## src/rtl/spin_sequencer.sv

```systemverilog
// Slot-machine spin sequencer: paces three reel stops on VGA frame ticks and keeps the credit balance.
// Define SPIN_SEQ_STATE_LED_EN to add the state_led debug output.
module spin_sequencer #(
  parameter int MIN_SPIN_FRAMES = 60,
  parameter int STAGGER_FRAMES  = 20,
  parameter int INIT_CREDITS    = 100,
  parameter int SPIN_COST       = 1
) (
  input  logic        clk,
  input  logic        reset_n,
  input  logic        vsync,
  input  logic        spin_req,
  input  logic [2:0]  reel1_idx,
  input  logic [2:0]  reel2_idx,
  input  logic [2:0]  reel3_idx,
  input  logic        is_win,
  input  logic [11:0] win_credits,
  output logic        start_spin,
  output logic [2:0]  final1_sprite,
  output logic [2:0]  final2_sprite,
  output logic [2:0]  final3_sprite,
  output logic [2:0]  reel_stop,
  output logic        busy,
  output logic        done,
  output logic        reject,
  output logic [11:0] total_credits
`ifdef SPIN_SEQ_STATE_LED_EN
  ,
  output logic [2:0]  state_led
`endif
);

  typedef enum logic [2:0] {
    IDLE   = 3'd0,
    SPIN   = 3'd1,
    STOP1  = 3'd2,
    STOP2  = 3'd3,
    PAYOUT = 3'd4
  } state_t;

  localparam logic [7:0]  MIN_LAST     = 8'(MIN_SPIN_FRAMES - 1);
  localparam logic [7:0]  STAGGER_LAST = 8'(STAGGER_FRAMES - 1);
  localparam logic [11:0] COST         = 12'(SPIN_COST);
  localparam logic [11:0] INIT         = 12'(INIT_CREDITS);

  state_t      state, state_nx;
  logic [7:0]  count, count_nx;
  logic        vsync_q;
  logic        tick;
  logic        start_spin_nx;
  logic [2:0]  reel_stop_nx;
  logic [2:0]  final1_nx, final2_nx, final3_nx;
  logic [11:0] credits_nx;
  logic        done_nx, reject_nx;
  logic [12:0] win_sum;

  // Frame tick fires on the falling edge of the active-low vsync pulse.
  assign tick    = vsync_q & ~vsync;
  assign busy    = (state != IDLE);
  assign win_sum = {1'b0, total_credits} + {1'b0, win_credits};

`ifdef SPIN_SEQ_STATE_LED_EN
  assign state_led = state;
`endif

  always_comb begin
    // NOTE: every always_comb output gets a default first so no path can infer a latch.
    state_nx      = state;
    count_nx      = count;
    start_spin_nx = start_spin;
    reel_stop_nx  = reel_stop;
    final1_nx     = final1_sprite;
    final2_nx     = final2_sprite;
    final3_nx     = final3_sprite;
    credits_nx    = total_credits;
    done_nx       = 1'b0;
    reject_nx     = 1'b0;

    unique case (state)
      IDLE: begin
        if (spin_req) begin
          if (total_credits >= COST) begin
            final1_nx     = reel1_idx;
            final2_nx     = reel2_idx;
            final3_nx     = reel3_idx;
            credits_nx    = total_credits - COST;
            reel_stop_nx  = 3'b000;
            count_nx      = 8'd0;
            start_spin_nx = 1'b1;
            state_nx      = SPIN;
          end else begin
            reject_nx = 1'b1;
          end
        end
      end
      SPIN: begin
        if (tick) begin
          if (count == MIN_LAST) begin
            reel_stop_nx[0] = 1'b1;
            count_nx        = 8'd0;
            state_nx        = STOP1;
          end else begin
            count_nx = count + 8'd1;
          end
        end
      end
      STOP1: begin
        if (tick) begin
          if (count == STAGGER_LAST) begin
            reel_stop_nx[1] = 1'b1;
            count_nx        = 8'd0;
            state_nx        = STOP2;
          end else begin
            count_nx = count + 8'd1;
          end
        end
      end
      STOP2: begin
        if (tick) begin
          if (count == STAGGER_LAST) begin
            reel_stop_nx[2] = 1'b1;
            count_nx        = 8'd0;
            start_spin_nx   = 1'b0;
            state_nx        = PAYOUT;
          end else begin
            count_nx = count + 8'd1;
          end
        end
      end
      PAYOUT: begin
        // Payout saturates at the 12-bit ceiling rather than wrapping.
        if (is_win) credits_nx = win_sum[12] ? 12'hFFF : win_sum[11:0];
        done_nx  = 1'b1;
        state_nx = IDLE;
      end
      default: state_nx = IDLE;
    endcase
  end

  // NOTE: sequential state uses non-blocking assignments so every register samples pre-edge values.
  always_ff @(posedge clk or negedge reset_n) begin
    if (!reset_n) begin
      state         <= IDLE;
      count         <= 8'd0;
      vsync_q       <= 1'b1;
      start_spin    <= 1'b0;
      reel_stop     <= 3'b000;
      final1_sprite <= 3'd0;
      final2_sprite <= 3'd0;
      final3_sprite <= 3'd0;
      total_credits <= INIT;
      done          <= 1'b0;
      reject        <= 1'b0;
    end else begin
      state         <= state_nx;
      count         <= count_nx;
      vsync_q       <= vsync;
      start_spin    <= start_spin_nx;
      reel_stop     <= reel_stop_nx;
      final1_sprite <= final1_nx;
      final2_sprite <= final2_nx;
      final3_sprite <= final3_nx;
      total_credits <= credits_nx;
      done          <= done_nx;
      reject        <= reject_nx;
    end
  end

endmodule
```

## config.mk

```make
export PLATFORM = sky130hd
export DESIGN_NAME = spin_sequencer
export DESIGN_NICKNAME = d
export VERILOG_FILES = /design/src/rtl/spin_sequencer.sv
export SDC_FILE = /design/constraint.sdc
export NUM_CORES = 1
export LEC_CHECK = 0
export CAP_MARGIN = 30
export CORE_UTILIZATION = 52
export CTS_CLUSTER_DIAMETER = 120
export DETAILED_ROUTE_END_ITERATION = 10
export GPL_ROUTABILITY_DRIVEN = 0
export GPL_TIMING_DRIVEN = 0
export MAX_ROUTING_LAYER = met4
export PLACE_DENSITY = 0.83
export RECOVER_POWER = 100
export SLEW_MARGIN = 30
export SYNTH_ARGS = -nofsm -noshare
export SYNTH_HDL_FRONTEND = slang
export SYNTH_SLANG_ARGS = --single-unit
```

## constraint.sdc

```tcl
create_clock -name clk -period 2.8 [get_ports clk]
set_input_delay 0.56 -clock clk [delete_from_list [all_inputs] [get_ports clk]]
set_output_delay 0.56 -clock clk [all_outputs]
set_load 0.005 [all_outputs]
```

=== Yosys cells after proc, flatten, opt, wreduce, memory -nomap -nowiden ===
Index checks and enable logic that the tools add are counted.

* Flip-flop bits (word level): 39
* Input port bits: 26

* Add/sub/neg operators: 3
* Magnitude comparators: 1
* Equality and inequality tests: 16
* Muxes and demuxes: 39
* Bitwise logic cells: 2
* Reduce and logical (&&, ||, !) cells: 15

{| class="wikitable"
|+ Operator list
! cell !! count
|-
| $mux 12 || 4
|-
| $mux 8 || 6
|-
| $mux 3 || 10
|-
| $pmux 12 s2 || 1
|-
| $pmux 8 s3 || 1
|-
| $reduce_and 5->1 || 4
|-
| $ne 2x2->1 const B || 9
|-
| $add 12x12->13 || 1
|-
| $ge 12x1->1 const B || 1
|-
| $mux 1 || 12
|-
| $pmux 3 s4 || 1
|-
| $sub 12x1->12 const B || 1
|-
| $add 8x1->8 const B || 1
|-
| $eq 8x5->1 const B || 1
|-
| $eq 8x6->1 const B || 1
|-
| $pmux 1 s2 || 4
|-
| $reduce_and 8->1 || 1
|-
| $reduce_bool 2->1 || 4
|-
| $eq 3x2->1 const B || 2
|-
| $reduce_bool 3->1 || 2
|-
| $reduce_and 4->1 || 1
|-
| $eq 3x1->1 const B || 1
|-
| $eq 3x3->1 const B || 1
|-
| $logic_not 3->1 || 1
|-
| 5 further kinds || 5
|}

=== Logic depth before layout (Yosys ltp) ===
Gate-level depths: netlist of run 1.

* Word-level depth: 4
* Gate-level depth with buffers: 10
* Gate-level depth less buffers: 8

=== Worst setup path before layout of run 1 ===
Ideal clock, no wire load.

* Path kind: in2reg
* Start: in win_credits[0]
* End: reg total_credits[4]
* Setup time: 0.123 ns
* Arrival time: 2.487 ns
* Setup slack: 0.190 ns
* Cell stages on the path: 8
* Buffers on the path: 0
* Path through: ha_1 > fa_1 > a21o_1 > a221oi_2 > nand3b_1 > a31oi_1 > or2_1 > o221a_1

* Cells in the longest elaborated chain, start to end: 4

{| class="wikitable"
|+ Ends and longest elaborated chain
! what !! line !! source
|-
| start, declared || 17 || <nowiki>input logic [11:0] win_credits,</nowiki>
|-
| $add 12x12->13 || 60 || <nowiki>assign win_sum = {1'b0, total_credits} + {1'b0, win_credits};</nowiki>
|-
| $mux 12 (2 in a row) || 132 || <nowiki>if (is_win) credits_nx = win_sum[12] ? 12'hFFF : win_sum[11:0];</nowiki>
|-
| $pmux 12 s2 || 79 || <nowiki>unique case (state)</nowiki>
|-
| end signal, assigned || 163 || <nowiki>total_credits <= credits_nx;</nowiki>
|-
| end, declared || 26 || <nowiki>output logic [11:0] total_credits</nowiki>
|}

Every way passes these cells. The select of a mux whose other input is x is not followed.
A chain may end at the register's enable or synchronous reset.

=== Worst setup path after layout of run 1 ===
Same ends and word-level chain as after synthesis.

==> results of run 1 <==
==> cells by family after synthesis <==
logic type / after synthesis / share of synthesized area [%]
AND/OR/NAND/NOR: 102 / 21.5
buffers and inverters: 19 / 4.34
adder cells (fa/ha/maj): 16 / 7.83
multiplexers: 11 / 4.58
AO/OA/AOI/OAI: 86 / 21.5
XOR/XNOR: 10 / 3.30
flip-flops: 39 / 37.0
==> worst paths after layout <==
kind	start	endpoint	slack, ps	depth (start not counted)
max	win_credits[0]	total_credits[4]	120	9
min	reset_n	count[7]	300	1
max reg2reg	total_credits[1]	total_credits[7]	200	9
min reg2reg	final3_sprite[0]	final3_sprite[0]	480	1
max in group asynchronous	reset_n	total_credits[1]	730	2
min in group clk	final3_sprite[0]	final3_sprite[0]	480	1
==> layer usage <==
| layer | up-vias | GRT usage, % | share of wire, % |
|---|---|---|---|
| met5 | - | - | 0 |
| met4 | 0 | 8.12 | 0.95 |
| met3 | 8 | 4.53 | 4.3 |
| met2 | 75 | 44.1 | 52 |
| met1 | 1222 | 32.2 | 43 |
| li1 | 1186 | - | - |
==> worst max-delay path, stage by stage <==
cell	delay [ps]
sky130_fd_sc_hd__clkdlybuf4s50_1	410
sky130_fd_sc_hd__ha_2	200
sky130_fd_sc_hd__fa_2	350
sky130_fd_sc_hd__a21o_1	230
sky130_fd_sc_hd__a221oi_4	250
sky130_fd_sc_hd__nand3b_1	190
sky130_fd_sc_hd__a31oi_4	110
sky130_fd_sc_hd__or2_4	300
sky130_fd_sc_hd__o221a_1	260
==> registers in the layout (all words and copies together) (netlist names) <==
| name | flops |
|---|---|
| reject | 1 |
| start_spin | 1 |
| state | 3 |
| count | 8 |
| done | 1 |
| final1_sprite | 3 |
| final2_sprite | 3 |
| vsync_q | 1 |
| reel_stop | 3 |
| final3_sprite | 3 |
| total_credits | 12 |
==> per-stage QoR <==
step           cells  cell area [µm²]
2_1_floorplan    283             2650
3_3_place_gp     403             3270
3_5_place_dp     404             3280
4_1_cts          413             3450
5_1_grt          415             3440
6_report         415             3440
==> repair_timing <==
action | CTS | global route
cloned | 0 | 0
gates resized for setup | 4 | 3
setup buffers | 1 | 2
endpoints found under the setup margin | 7 | 2
pin swaps | 2 | 3
==> power by group <==
part	switching (mW)	total (mW)	leakage (nW)	internal (mW)
Combinational	0.898	1.74	0.918	0.842
Sequential	0.211	0.979	0.478	0.768
Clock	0.210	0.566	0.0654	0.356
==> cell type report <==
cell class                      count  area (µm²)  area share [%]
Timing Repair Buffer               57         548            15.9
Sequential cell                    39         982            28.6
Clock inverter                      2        60.1            1.75
Clock buffer                        6        72.6            2.11
Tap cell                           67        83.8            2.44
Inverter                           11        41.3            1.20
Buffer                              8        63.8            1.86
Multi-Input combinational cell    225        1590            46.2
==> cell usage in the layout (no fill, tap or decap), types with 6 or more instances in the layout <==
master                            count
sky130_fd_sc_hd__a21o_1               7
sky130_fd_sc_hd__a21oi_1             18
sky130_fd_sc_hd__and3_1               9
sky130_fd_sc_hd__clkbuf_8             7
sky130_fd_sc_hd__clkdlybuf4s50_1     27
sky130_fd_sc_hd__dfrtp_1             34
sky130_fd_sc_hd__dlygate4sd3_1       25
sky130_fd_sc_hd__ha_1                14
sky130_fd_sc_hd__inv_1               10
sky130_fd_sc_hd__mux2_1               9
sky130_fd_sc_hd__nand2_1             21
sky130_fd_sc_hd__nand2b_1            10
sky130_fd_sc_hd__nor2_1              20
sky130_fd_sc_hd__nor3_1              10
sky130_fd_sc_hd__o211ai_1             6
sky130_fd_sc_hd__o21ai_0             24
sky130_fd_sc_hd__xor2_1               6
==> impl_metrics.ini, run 1 <==
[status]
run_status = completed

[pwr]
static-leakage-power_nw = 1.46
power_density_nw_per_um2 = 955
total_power_mw = 3.28
vdd.ir_drop.worst_uv = 580

[setup_path]
start_kind = input port
crit_type = input port to flip-flop
critical_path.max_fanout = 3
worst_ep_arrival_time_ps = 2870
cp_data_required_time_ps = 2990
worstSetupEndpointType = flip-flop

[yosys]
post-synth-top-area-fraction_pct = 33.0
ys_top_cells_by_count = sky130_fd_sc_hd__dfrtp_1, sky130_fd_sc_hd__nand2_1, sky130_fd_sc_hd__nor2_1
synth_largest_area_cell = sky130_fd_sc_hd__dfrtp_1
synth.cell_area_um2 = 2650
synth_top_cells_by_area = sky130_fd_sc_hd__dfrtp_1, sky130_fd_sc_hd__ha_1, sky130_fd_sc_hd__dfstp_2
yosys.cell_count.top_type = sky130_fd_sc_hd__dfrtp_1
number_of_warnings_reported_in_the_yosys_synthesis_log = 0
synth_top_flop_cell = sky130_fd_sc_hd__dfrtp_1
postSynthAreaPerCell_um2 = 9.37
synth_async_sr_flop_share_pct = 100
ys_ff_latch = 39
synth-edff-count = 0
yosysUniqueCellTypes = 66
synth_cells = 283
mappedNetlistNets = 325
seq_area_frac_synth_pct = 37.0

[cells_and_area]
end_of_flow_core_utilization_pct = 71.4
antenna-diode-count = 0
filler_cell_count = 385
areaGrowthSynthToFinish_pct = 29.7
post_route_cells_drive_above_1_share_pct = 10.1
finalNetCount = 389

[clock_tree]
clk_pin_slew_ps = 80
clock-root-buffer = sky130_fd_sc_hd__clkbuf_8
cts_tree = done
cts_max_path_buffers = 2
cts_hold_buf = 0
clk_latency_ps = 300
cts_htree_levels = 2
numClockSinks = 39
cts_made_buffers = 5

[route]
finalWirelength_um = 6530
detail_route.drc_violations = 0
wire_per_inst_um = 15.7
post_dr_vias_cell = 6.00
drt_first_iter_violations = 133
num_vias = 2491
antenna_violating_nets_post_route = 0
firstDrtPassIters = 4

[die]
die_extent_in_y_um = 73.4
initial_utilization_pct = 55.1
die_width_um = 73.4
design.portCount = 54
placement_rows = 25
coreArea_um2 = 4820
fp.dieArea_um2 = 5390

[timing]
worst_setup_slack_final_ps = 124
final.min_clock_period_ps = 2680
hold_ws_ps = 302
final.setup_skew_ps = 6.34
rsz_0062_raised_after_global_routing = false
final_max_slew_viol_count = 0
tightestPinTransition_ps = 1330
fmaxAchievable_mhz = 374
max_slew_margin_pct = 11.4
hold_viol_final = 0
layout_worst_path_cycle_share_pct = 95.6
total_negative_setup_slack_ps = 0
setup_violations = 0

[placement]
hpwlAfterDp_um = 4720
placement.setup.worst_slack_ps = -615
placement.io_buffers = 53

[global_route]
gr_ovfl_total = 0
grt_start_max_net_pins = 26
vias_in_the_first_global_route = 2318
gr-usage-all-layers_pct = 26.2
grt_antenna_before_repair = 0
wire_length_of_the_first_global_routing_pass_um = 10600

[hold_path]
hold_path.class = input port to asynchronous set/reset pin

[flow_run]
cap_viol_max_count = 0
(Power assumes the default switching activity.)
==> inputs of run 2 (changes only) <==
--- a/config.mk
+++ b/config.mk
@@ -6,6 +6,7 @@
 export NUM_CORES = 1
 export LEC_CHECK = 0
 export CAP_MARGIN = 30
+export CORE_MARGIN = 4
 export CORE_UTILIZATION = 52
 export CTS_CLUSTER_DIAMETER = 120
 export DETAILED_ROUTE_END_ITERATION = 10
==> impl_metrics.ini, run 2 (synthesized netlist as in run 1, its figures left out) <==
[status]
run_status = completed

[timing]
final_max_slew_viol_count = 0
final.min_clock_period_ps = 2720
tightestPinTransition_ps = 1310
setup_violations = 0
hold_viol_final = 0
worst_setup_slack_final_ps = 82.4
final.setup_skew_ps = 4.55
layout_worst_path_cycle_share_pct = 97.1
rsz_0062_raised_after_global_routing = false
max_slew_margin_pct = 12.6
fmaxAchievable_mhz = 368

[clock_tree]
clk_latency_ps = 300
cts_hold_buf = 0
cts_tree = done
cts_made_buffers = 5
clk_pin_slew_ps = 80
cts_htree_levels = 2
cts_max_path_buffers = 2
clock-root-buffer = sky130_fd_sc_hd__clkbuf_8
numClockSinks = 39

[pwr]
power_density_nw_per_um2 = 950
static-leakage-power_nw = 1.46
vdd.ir_drop.worst_uv = 684
total_power_mw = 3.26

[route]
detail_route.drc_violations = 0
wire_per_inst_um = 15.8
antenna_violating_nets_post_route = 0
num_vias = 2486
firstDrtPassIters = 4
post_dr_vias_cell = 6.00
finalWirelength_um = 6530
drt_first_iter_violations = 107

[setup_path]
timing.critical_path.max_delay_family = compound AO/OA/AOI/OAI gates
r2r_cells = 9
cp_cell_sequence = clkdlybuf4s50_1 > ha_1 > fa_2 > a21o_1 > a221oi_4 > nand3b_1 > a31oi_4 > or2_4 > o221a_1
rr_startpoint = total_credits[1]
critical_path.max_fanout = 7
worst_setup_path_startpoint = win_credits[0]
cp_data_required_time_ps = 2990
start_kind = input port
regToRegEndpoint = total_credits[7]
critical_path.max_stage_delay_ps = 410
crit_type = input port to flip-flop
reg2reg_slack_ps = 170
worst_ep_arrival_time_ps = 2910
worstSetupEndpointType = flip-flop
cp_num_cells = 9
endpoint = total_credits[4]
crit_path_top_delay_cell = sky130_fd_sc_hd__clkdlybuf4s50_1
cp.buffers_inverters = 1

[global_route]
vias_in_the_first_global_route = 2365
grt_start_max_net_pins = 26
gr_ovfl_total = 0
grt_antenna_before_repair = 0
gr-usage-all-layers_pct = 22.5
wire_length_of_the_first_global_routing_pass_um = 11100

[hold_path]
hold_path.class = input port to asynchronous set/reset pin

[cells_and_area]
mostFrequentLayoutCells = sky130_fd_sc_hd__dfrtp_1, sky130_fd_sc_hd__clkdlybuf4s50_1, sky130_fd_sc_hd__dlygate4sd3_1
finalNetCount = 388
regMostFlops = total_credits
post_route_cells_drive_above_1_share_pct = 9.51
antenna-diode-count = 0
seq_area_um2 = 981
area_of_the_multi_input_gates_um2 = 1590
end_of_flow_core_utilization_pct = 71.3
largest_registers_ranked_by_flip_flop_count = total_credits (12), count (8)
mostFrequentLayoutCell = sky130_fd_sc_hd__dfrtp_1
layoutNonFillerInstCount = 414
post-route-cell-area_um2 = 3430
filler_cell_count = 380
flip_flop_count_of_the_largest_register_all_copies_and_words_added = 12
areaGrowthSynthToFinish_pct = 29.5

[die]
die_width_um = 79.4
fp.dieArea_um2 = 6310
initial_utilization_pct = 55.1
design.portCount = 54
die_extent_in_y_um = 79.4
coreArea_um2 = 4820
placement_rows = 25

[flow_run]
cap_viol_max_count = 0

[placement]
hpwlAfterDp_um = 4900
placed_cells = 404
placement.io_buffers = 53
placement.setup.worst_slack_ps = -568
dpl_cell_area_um2 = 3280
[run 2: cell types whose count changed in the layout (fill, tap and decap cells not counted), sizes merged]
cell	before	now
clkbuf	13	11
clkdlybuf4s50	27	26
clkinvlp	0	1
dlygate4sd3	25	26
[run 2: how the worst min path moves through the flow]
stage                           from               end  slack [ps]  depth (start not counted)
floorplan                    reset_n          count[0]         260                          0
global placement    final2_sprite[0]  final2_sprite[0]         470                          1
detailed placement  final3_sprite[0]  final3_sprite[0]         470                          1
CTS                          reset_n  total_credits[8]         170                          1
global route                 reset_n  total_credits[8]         380                          1
finish                       reset_n  total_credits[8]         310                          1
[run 2: cell type report]
cell class	count	share of cell area [%]
buffer	8	1.86
clock buffer	5	2.00
clock inverter	3	1.97
inverter	11	1.20
multi-input combinational	225	46.2
sequential	39	28.6
tap	67	2.44
timing repair buffer	56	15.8
[run 2: through the flow]
stage	hold WS, ps	TNS, ps
finish	307	0
global route	381	0
CTS	173	0
detailed placement	474	-3870
global placement	468	-3870
floorplan	264	0
[run 2: power breakdown]
group	switching, mW	internal, mW
clock network	0.206	0.355
registers	0.215	0.767
logic	0.884	0.834
[run 2: per-layer routing]
| layer | vias to the layer above | share of wire (%) | global-route usage, % |
|---|---|---|---|
| li1 | 1182 | - | - |
| met1 | 1176 | 43 | 28.7 |
| met2 | 109 | 49 | 36.9 |
| met3 | 19 | 6.1 | 3.61 |
| met4 | 0 | 2.0 | 7.04 |
| met5 | - | 0 | - |
[run 2: timing repair]
item                       in CTS  in global routing
hold endpoints to repair        0                  0
resized for setup               4                  1
buffers inserted                1                  1
cloned                          0                  0
setup endpoints to repair       4                  2
pin swaps                       1                  2
